**src/rtl/regfile_writeback.sv**
```systemverilog
// rtl/regfile_writeback.sv - register file write-port master: pipe WB vs buffered long-latency results
// Optional starvation guard enabled by defining WB_STARVE_GUARD_EN.
module regfile_writeback #(
  parameter int QDEPTH       = 4,
  parameter int DATA_W       = 32,
  parameter int STARVE_LIMIT = 8
) (
  input  logic                    clk,
  input  logic                    rst_n,
  input  logic                    pipe_valid,
  input  logic [4:0]              pipe_reg,
  input  logic [DATA_W-1:0]       pipe_data,
  output logic                    pipe_stall,
  input  logic                    lu_valid,
  output logic                    lu_ready,
  input  logic [4:0]              lu_reg,
  input  logic [DATA_W-1:0]       lu_data,
  output logic [4:0]              Wreg,
  output logic [DATA_W-1:0]       Wdata,
  output logic                    RegWrite,
  output logic [31:0]             pend_mask,
  output logic [$clog2(QDEPTH):0] q_count
);
  localparam int AW = $clog2(QDEPTH);
  localparam int CW = AW + 1;
  localparam logic [CW-1:0] FULL = CW'(QDEPTH);

  logic [4:0]        ent_reg_q  [QDEPTH];
  logic [4:0]        ent_reg_d  [QDEPTH];
  logic [DATA_W-1:0] ent_data_q [QDEPTH];
  logic [DATA_W-1:0] ent_data_d [QDEPTH];
  logic [QDEPTH-1:0] ent_live_q, ent_live_d;
  logic [AW-1:0]     rd_ptr_q, rd_ptr_d, wr_ptr_q, wr_ptr_d;
  logic [CW-1:0]     count_q, count_d;
  logic [4:0]        wreg_q, wreg_d;
  logic [DATA_W-1:0] wdata_q, wdata_d;
  logic              regwrite_q, regwrite_d;
  logic              stall, pipe_take, pop, push;

  assign lu_ready = rst_n && (count_q != FULL);

  always_comb begin
    pipe_take  = pipe_valid && (pipe_reg != 5'd0) && !stall;
    pop        = !pipe_take && (count_q != '0);
    push       = lu_valid && lu_ready && (lu_reg != 5'd0);
    ent_reg_d  = ent_reg_q;
    ent_data_d = ent_data_q;
    ent_live_d = ent_live_q;
    rd_ptr_d   = rd_ptr_q;
    wr_ptr_d   = wr_ptr_q;
    wreg_d     = 5'd0;
    wdata_d    = '0;
    regwrite_d = 1'b0;
    if (pipe_take) begin
      regwrite_d = 1'b1;
      wreg_d     = pipe_reg;
      wdata_d    = pipe_data;
      // Older buffered results to the same register must never overwrite this one.
      for (int i = 0; i < QDEPTH; i++) begin
        if (ent_reg_q[i] == pipe_reg) ent_live_d[i] = 1'b0;
      end
    end else if (pop) begin
      regwrite_d           = ent_live_q[rd_ptr_q];
      wreg_d               = ent_live_q[rd_ptr_q] ? ent_reg_q[rd_ptr_q] : 5'd0;
      wdata_d              = ent_live_q[rd_ptr_q] ? ent_data_q[rd_ptr_q] : '0;
      ent_live_d[rd_ptr_q] = 1'b0;
      rd_ptr_d             = rd_ptr_q + AW'(1);
    end
    // Push is applied after the kill so a same-cycle enqueue stays live.
    if (push) begin
      ent_reg_d[wr_ptr_q]  = lu_reg;
      ent_data_d[wr_ptr_q] = lu_data;
      ent_live_d[wr_ptr_q] = 1'b1;
      wr_ptr_d             = wr_ptr_q + AW'(1);
    end
    count_d = count_q + CW'(push) - CW'(pop);
  end

  always_comb begin
    pend_mask = '0;
    for (int i = 0; i < QDEPTH; i++) begin
      if (ent_live_q[i]) pend_mask[ent_reg_q[i]] = 1'b1;
    end
  end

`ifdef WB_STARVE_GUARD_EN
  localparam int SW = $clog2(STARVE_LIMIT + 1);
  localparam logic [SW-1:0] LIMIT = SW'(STARVE_LIMIT);
  logic [SW-1:0] starve_q, starve_d;

  assign stall = (starve_q == LIMIT) && (count_q != '0);

  always_comb begin
    starve_d = starve_q;
    if (pop || (count_d == '0)) starve_d = '0;
    else if (pipe_take && (count_q != '0) && (starve_q != LIMIT)) starve_d = starve_q + SW'(1);
  end

  always_ff @(posedge clk or negedge rst_n) begin
    if (!rst_n) starve_q <= '0;
    else        starve_q <= starve_d;
  end
`else
  assign stall = (STARVE_LIMIT < 0);
`endif

  assign pipe_stall = stall;

  always_ff @(posedge clk or negedge rst_n) begin
    if (!rst_n) begin
      ent_live_q <= '0;
      rd_ptr_q   <= '0;
      wr_ptr_q   <= '0;
      count_q    <= '0;
      wreg_q     <= 5'd0;
      wdata_q    <= '0;
      regwrite_q <= 1'b0;
    end else begin
      ent_live_q <= ent_live_d;
      rd_ptr_q   <= rd_ptr_d;
      wr_ptr_q   <= wr_ptr_d;
      count_q    <= count_d;
      wreg_q     <= wreg_d;
      wdata_q    <= wdata_d;
      regwrite_q <= regwrite_d;
    end
  end

  // Payload storage needs no reset: live bits gate every use.
  always_ff @(posedge clk) begin
    ent_reg_q  <= ent_reg_d;
    ent_data_q <= ent_data_d;
  end

  assign Wreg     = wreg_q;
  assign Wdata    = wdata_q;
  assign RegWrite = regwrite_q;
  assign q_count  = count_q;
endmodule
```
**config.mk**
```make
export PLATFORM = sky130hd
export DESIGN_NAME = regfile_writeback
export DESIGN_NICKNAME = d
export VERILOG_FILES = /design/src/rtl/regfile_writeback.sv
export SDC_FILE = /design/constraint.sdc
export NUM_CORES = 1
export LEC_CHECK = 0
export ABC_AREA = 1
export BUFFER_PORTS_ARGS = -buffer_cell sky130_fd_sc_hd__buf_2
export CAP_MARGIN = 15
export CORE_MARGIN = 2
export CORE_UTILIZATION = 50
export CTS_BUF_LIST = sky130_fd_sc_hd__clkbuf_16
export CTS_CLUSTER_SIZE = 28
export DETAILED_ROUTE_END_ITERATION = 16
export PLACE_DENSITY_LB_ADDON = 0.08
export SYNTH_ARGS = -nofsm -noshare
export SYNTH_HDL_FRONTEND = slang
export SYNTH_SLANG_ARGS = --single-unit
```
**constraint.sdc**
```tcl
create_clock -name clk -period 3.1 [get_ports clk]
set_input_delay 0.465 -clock clk [delete_from_list [all_inputs] [get_ports clk]]
set_output_delay 0.465 -clock clk [all_outputs]
set_load 0.01 [all_outputs]
```
==> results of run 1 <==
layer usage:
layer | track usage | vias up
li1 | - | 3371
met1 | 0.3276 | 3334
met2 | 0.3817 | 292
met3 | 0.04834 | 26
met4 | 0.06964 | 0
met5 | 0 | -
cells in the final DEF, fill, tap and decap left out, types with 2 or more instances in the layout:
| cell | n |
|---|---|
| a21oi_1 | 29 |
| buf_12 | 4 |
| buf_2 | 151 |
| buf_4 | 7 |
| bufinv_16 | 2 |
| clkbuf_16 | 17 |
| clkinv_4 | 2 |
| clkinvlp_4 | 2 |
| dfrtp_1 | 48 |
| edfxtp_1 | 148 |
| ha_1 | 10 |
| inv_1 | 55 |
| inv_2 | 7 |
| inv_6 | 2 |
| nand2_1 | 136 |
| nand2_2 | 2 |
| nand3_1 | 90 |
| nand4_1 | 3 |
| nor2_1 | 128 |
| nor2_2 | 2 |
| nor3_1 | 3 |
| o2111ai_1 | 5 |
| o21ai_0 | 47 |
| o21ai_1 | 66 |
| o221ai_1 | 19 |
| o22ai_1 | 16 |
| or2_2 | 14 |
| xnor2_1 | 9 |
| xor2_1 | 6 |
Yosys cell counts (5+ instances only):
cell,number,share of area
a21oi_1,29,0.016
buf_2,25,0.014
buf_4,11,0.0091
clkbuf_1,5,0.0021
dfrtp_1,49,0.14
edfxtp_1,148,0.49
ha_1,10,0.014
inv_1,54,0.022
nand2_1,136,0.056
nand3_1,90,0.050
nor2_1,128,0.053
o2111ai_1,5,0.0048
o21ai_0,47,0.026
o21ai_1,67,0.037
o221ai_1,19,0.018
o22ai_1,16,0.011
or2_2,14,0.0097
xnor2_1,9,0.0087
xor2_1,6,0.0058
power by group:
group          switching, mW  internal (mW)  leakage, nW
Clock                  0.934           1.18        0.290
Sequential             0.235           3.27         1.96
Combinational           1.82          0.860         2.26
Total                   2.99           5.32         4.50
cell families after synthesis:
| family | after synthesis |
|---|---|
| AO/OA/AOI/OAI | 184 |
| other | 1 |
| XOR/XNOR | 15 |
| buffers and inverters | 102 |
| flip-flops | 197 |
| adder cells (fa/ha/maj) | 11 |
| AND/OR/NAND/NOR | 380 |
sequential cells by signal (all words and copies together) (netlist names):
register and cells:
Wdata 32, Wreg 5, rd_ptr_q 2, wr_ptr_q 2
ent_data_q 128, ent_live_q 4, ent_reg_q 20, q_count 3
RegWrite 1
area by class of cell:
cell class | instances | area (sq um) | area share
inverter | 59 | 225.2 | 0.02130
sequential | 197 | 5672 | 0.5365
tap | 229 | 286.5 | 0.02710
antenna | 1 | 2.502 | 0.0002367
clock buffer | 17 | 425.4 | 0.04024
clock inverter | 15 | 143.9 | 0.01361
timing repair buffer | 162 | 888.4 | 0.08402
multi-input combinational | 591 | 2929 | 0.2770
worst min path at each step:
stage | start | endpoint | slack [ns] | cells after the start
2_1_floorplan | rst_n | RegWrite | 0.17 | 0
3_3_place_gp | q_count[1] | q_count[2] | 0.49 | 1
3_5_place_dp | q_count[1] | q_count[2] | 0.48 | 1
4_1_cts | pipe_data[20] | Wdata[20] | 0.22 | 3
5_1_grt | lu_data[12] | ent_data_q[108] | 0.24 | 1
6_report | rst_n | Wdata[17] | 0.21 | 2
worst max-delay path, delay by kind of cell, from the launching register on:
family / cells / cell delay [ns]
AOI/OAI and AO/OA: 1 / 0.09
DFF: 1 / 0.46
and+or+nand+nor: 2 / 0.81
buffers and inverters: 2 / 0.31
metrics by stage:
step	hold slack, ns	power, mW	util	instance area (sq um)
CTS	0.2207	8.375	0.5904	10570
floorplan	0.1694	5.384	-	9062
detailed placement	0.4825	6.266	0.5586	10000
global placement	0.4863	6.226	0.5586	10000
finish	0.2065	8.306	0.5906	10570
global route	0.2374	8.819	0.5906	10570
==> flow_metrics.py, run 1 <==
metrics = {
    "status": {
        "outcome": "finished clean",
    },
    "timing": {
        "setup_tns_ns": 0,
        "worst_pin_slew_ns": 0.7818,
        "slew_headroom": 0.4788,
        "final_hold_viol_count": 0,
        "slew_violations": 0,
        "setup_viol_count_final": 0,
        "fin_crit_sh": 0.8285,
        "post-route-min-period_ns": 2.568,
        "rsz0062_at_grt": "false",
        "clock.fmax_ghz": 0.3893,
        "fin_worst_skew_ns": 0.01294,
        "fin_ws_ns": 0.5316,
    },
    "final_layout": {
        "instances_no_fill": 1271,
        "fillers": 1550,
        "drive_above_1_share": 0.2094,
        "final_net_count": 1117,
        "areaGrowthSynthToFinish_pct": 16.66,
    },
    "clock_tree": {
        "h-tree-depth": 4,
        "cts_resized": 0,
        "numCtsBuffers": 17,
        "clockBufferDepth": 2,
        "cts_hold_buf": 0,
        "clock-sinks": 197,
        "cts_root_buf": "clkbuf_16",
        "cts_tree": "built",
        "post_cts_buffers": 0,
        "clkLatencyLatePin_ns": 0.43,
        "clk_pin_slew_ns": 0.07,
    },
    "setup_path": {
        "worst_r2r_endpoint": "q_count[2]",
        "crit_chain": "inv_1 > nand3_1 > or2_2 > o2111ai_1 > buf_2",
        "rr_startpoint": "q_count[1]",
        "critPathLaunchType": "register",
        "end_kind": "output pin",
        "worstSetupPathType": "reg2out",
        "endpoint": "pend_mask[26]",
        "startpoint": "ent_reg_q[5]",
        "rrSetupSlack_ns": 0.79,
        "cp_max_fo": 8,
        "crit_path_top_delay_cell": "edfxtp_1",
        "crit_arrival_ns": 2.10,
        "rr_worst_depth": 10,
        "worstPathRequired_ns": 2.63,
        "critPathMaxStageDelay_ns": 0.46,
    },
    "detailed_routing": {
        "antenna_left": 0,
        "dr_wl_met2_um": 10910,
        "drt-initial-drc-count": 544,
        "first_pass_iters": 5,
        "wl_per_cell_um": 17.94,
        "drc": 0,
        "vias": 7023,
        "wl_met1_um": 9928,
        "viasPerCell": 5.526,
        "highest_layer": "met4",
        "wirelength_um": 22810,
        "route.met3.wl_um": 1614,
    },
    "yosys": {
        "synthMuxAreaShare": 0,
        "synth-main-ff-cell": "edfxtp_1",
        "synth_xor_area_frac": 0.01450,
        "synth_fa_ha_area_frac": 0.01602,
        "seq_area_frac_synth": 0.6257,
        "syn_inst": 890,
        "synth_top_family_by_area": "simple AND/OR/NAND/NOR gates",
        "synth-simple-area-share": 0.1771,
        "synth_nets": 979,
        "synth.distinct_cells": 32,
        "ys_seq_elements": 197,
        "avgSynthCellArea_sq_um": 10.18,
        "syn_area_sq_um": 9062,
        "synth_compound_area_frac": 0.1139,
        "async_flop_share": 0.2487,
        "synth-edff-count": 148,
        "ys_warn_count": 0,
    },
    "floorplan": {
        "die_w_um": 138.6,
        "start_util": 0.5062,
        "rows": 49,
        "core-area_sq_um": 17900,
        "chipHeight_um": 138.6,
        "io_pins": 153,
        "dieArea_sq_um": 19220,
    },
    "power": {
        "p_leak_nw": 4.500,
        "peakVddDrop_mv": 0.6414,
        "power.density_nw_per_um2": 785.6,
    },
    "placed_design": {
        "post-dp-hpwl_um": 14540,
        "post-place-cells": 1238,
        "gp_congestion": 0.9297,
        "io_buffers": 151,
        "dp_worst_setup_slack_ns": 0.5968,
    },
    "grt": {
        "track_usage": 0.2362,
        "grt_max_degree": 73,
        "grt_pass1_wl_um": 35620,
        "antenna_found_initial": 2,
        "grt_pass1_vias": 6707,
        "grt_overflow": 0,
    },
    "job": {
        "cap_violations": 0,
    },
    "worst_hold_path": {
        "hp-class": "in2async",
    },
}
(Power assumes the default switching activity.)
==> inputs of run 2 (changes only) <==
- clock period: 3.1 -> 2.6 ns (I/O delays scaled with it)
==> flow_metrics.py, run 2 (synthesis results as in run 1) <==
metrics = {
    "final_layout": {
        "layout_commonest_cell": "buf_2",
        "utilization": 0.5930,
        "largest_reg_flops": 128,
        "most-common-layout-cells": "buf_2 (151), edfxtp_1 (148), nand2_1 (136), nor2_1 (128), nand3_1 (90)",
        "regMostFlops": "ent_data_q",
        "final_net_count": 1126,
        "areaGrowthSynthToFinish_pct": 17.13,
        "design_area_sq_um": 10620,
        "drive_above_1_share": 0.2181,
        "fillers": 1528,
    },
    "setup_path": {
        "crit_arrival_ns": 1.99,
        "rr_startpoint": "q_count[1]",
        "end_kind": "output pin",
        "rr_worst_depth": 10,
        "critPathLaunchType": "register",
        "worstPathRequired_ns": 2.21,
        "cp_max_fo": 8,
        "worstSetupPathType": "reg2out",
        "worst_r2r_endpoint": "q_count[2]",
        "rrSetupSlack_ns": 0.37,
        "startpoint": "ent_reg_q[10]",
        "endpoint": "pend_mask[18]",
    },
    "detailed_routing": {
        "wl_per_cell_um": 17.76,
        "antenna_left": 0,
        "first_pass_iters": 5,
        "drt-initial-drc-count": 546,
        "vias": 7023,
        "wirelength_um": 22730,
        "viasPerCell": 5.487,
        "drc": 0,
    },
    "grt": {
        "antenna_found_initial": 0,
        "grt_pass1_vias": 6691,
        "track_usage": 0.2362,
        "grt_overflow": 0,
        "grt_max_degree": 50,
        "grt_pass1_wl_um": 35600,
    },
    "floorplan": {
        "chipHeight_um": 138.6,
        "dieArea_sq_um": 19220,
        "start_util": 0.5062,
        "io_pins": 153,
        "die_w_um": 138.6,
        "core-area_sq_um": 17900,
        "rows": 49,
    },
    "timing": {
        "slew_violations": 0,
        "fin_crit_sh": 0.9141,
        "post-route-min-period_ns": 2.377,
        "rsz0062_at_grt": "false",
        "final_hold_viol_count": 0,
        "clock.fmax_ghz": 0.4208,
        "worst_pin_slew_ns": 0.7994,
        "slew_headroom": 0.4651,
        "setup_viol_count_final": 0,
        "fin_worst_skew_ns": 0.01162,
        "setup_tns_ns": 0,
        "fin_ws_ns": 0.2233,
    },
    "power": {
        "power.density_nw_per_um2": 938.8,
        "p_leak_nw": 4.526,
        "peakVddDrop_mv": 0.6861,
    },
    "clock_tree": {
        "numCtsBuffers": 17,
        "clock-sinks": 197,
        "cts_tree": "built",
        "clkLatencyLatePin_ns": 0.43,
        "clk_pin_slew_ns": 0.07,
        "cts_root_buf": "clkbuf_16",
        "cts_resized": 0,
        "clockBufferDepth": 2,
        "cts_hold_buf": 0,
        "h-tree-depth": 4,
        "post_cts_buffers": 0,
    },
    "placed_design": {
        "post-dp-hpwl_um": 14920,
        "io_buffers": 151,
        "gp_congestion": 0.9476,
        "dp_worst_setup_slack_ns": 0.3524,
        "placed_cell_area_sq_um": 10060,
    },
    "job": {
        "cap_violations": 0,
    },
    "worst_hold_path": {
        "hp-class": "in2reg",
        "min_from": "pipe_data[4]",
    },
    "status": {
        "outcome": "finished clean",
    },
}
## run 2: area by class of cell
type	count	area, sq um	share of cell area
flip-flops and latches	197	5672	0.5343
multi-input cells	591	2929	0.2759
repair buffers	171	943.4	0.08887
clock buffers	17	425.4	0.04008
well taps	229	286.5	0.02699
inverters	59	225.2	0.02122
clock inverters	15	131.4	0.01238
diodes	1	2.502	0.0002357
## run 2: per-stage QoR
step / power [mW] / hold WS [ns] / cells
3_5_place_dp: 7.554 / 0.4842 / 1247
2_1_floorplan: 6.419 / 0.09441 / 890
6_report: 9.965 / 0.1598 / 1280
4_1_cts: 10.02 / 0.1483 / 1279
3_3_place_gp: 7.506 / 0.4825 / 1247
5_1_grt: 10.57 / 0.1486 / 1279
## run 2: critical path: stages, from the launching register on
cell,delay (ns)
edfxtp_1,0.48
inv_1,0.11
nand3_1,0.31
or2_2,0.41
o2111ai_1,0.09
buf_2,0.17
## run 2: how the worst min path moves through the flow
stage / end / cells past startpoint / slack, ns
2_1_floorplan: RegWrite / 0 / 0.09
3_3_place_gp: q_count[2] / 1 / 0.48
3_5_place_dp: q_count[2] / 1 / 0.48
4_1_cts: Wdata[4] / 3 / 0.15
5_1_grt: Wdata[31] / 3 / 0.15
6_report: Wdata[4] / 3 / 0.16
## run 2: metal layers
| layer | up-vias | global-route usage | part of all wire |
|---|---|---|---|
| met4 | 0 | 0.06805 | 0.018 |
| met1 | 3305 | 0.3291 | 0.44 |
| met3 | 36 | 0.04869 | 0.064 |
| met2 | 292 | 0.3809 | 0.48 |
| met5 | - | 0 | 0 |
| li1 | 3390 | - | - |
## run 2: where the power goes
group | switching, mW | total, mW | internal [mW]
clock | 1.15 | 2.48 | 1.33
sequential | 0.246 | 4.15 | 3.90
combinational | 2.23 | 3.33 | 1.11
total | 3.63 | 9.97 | 6.34
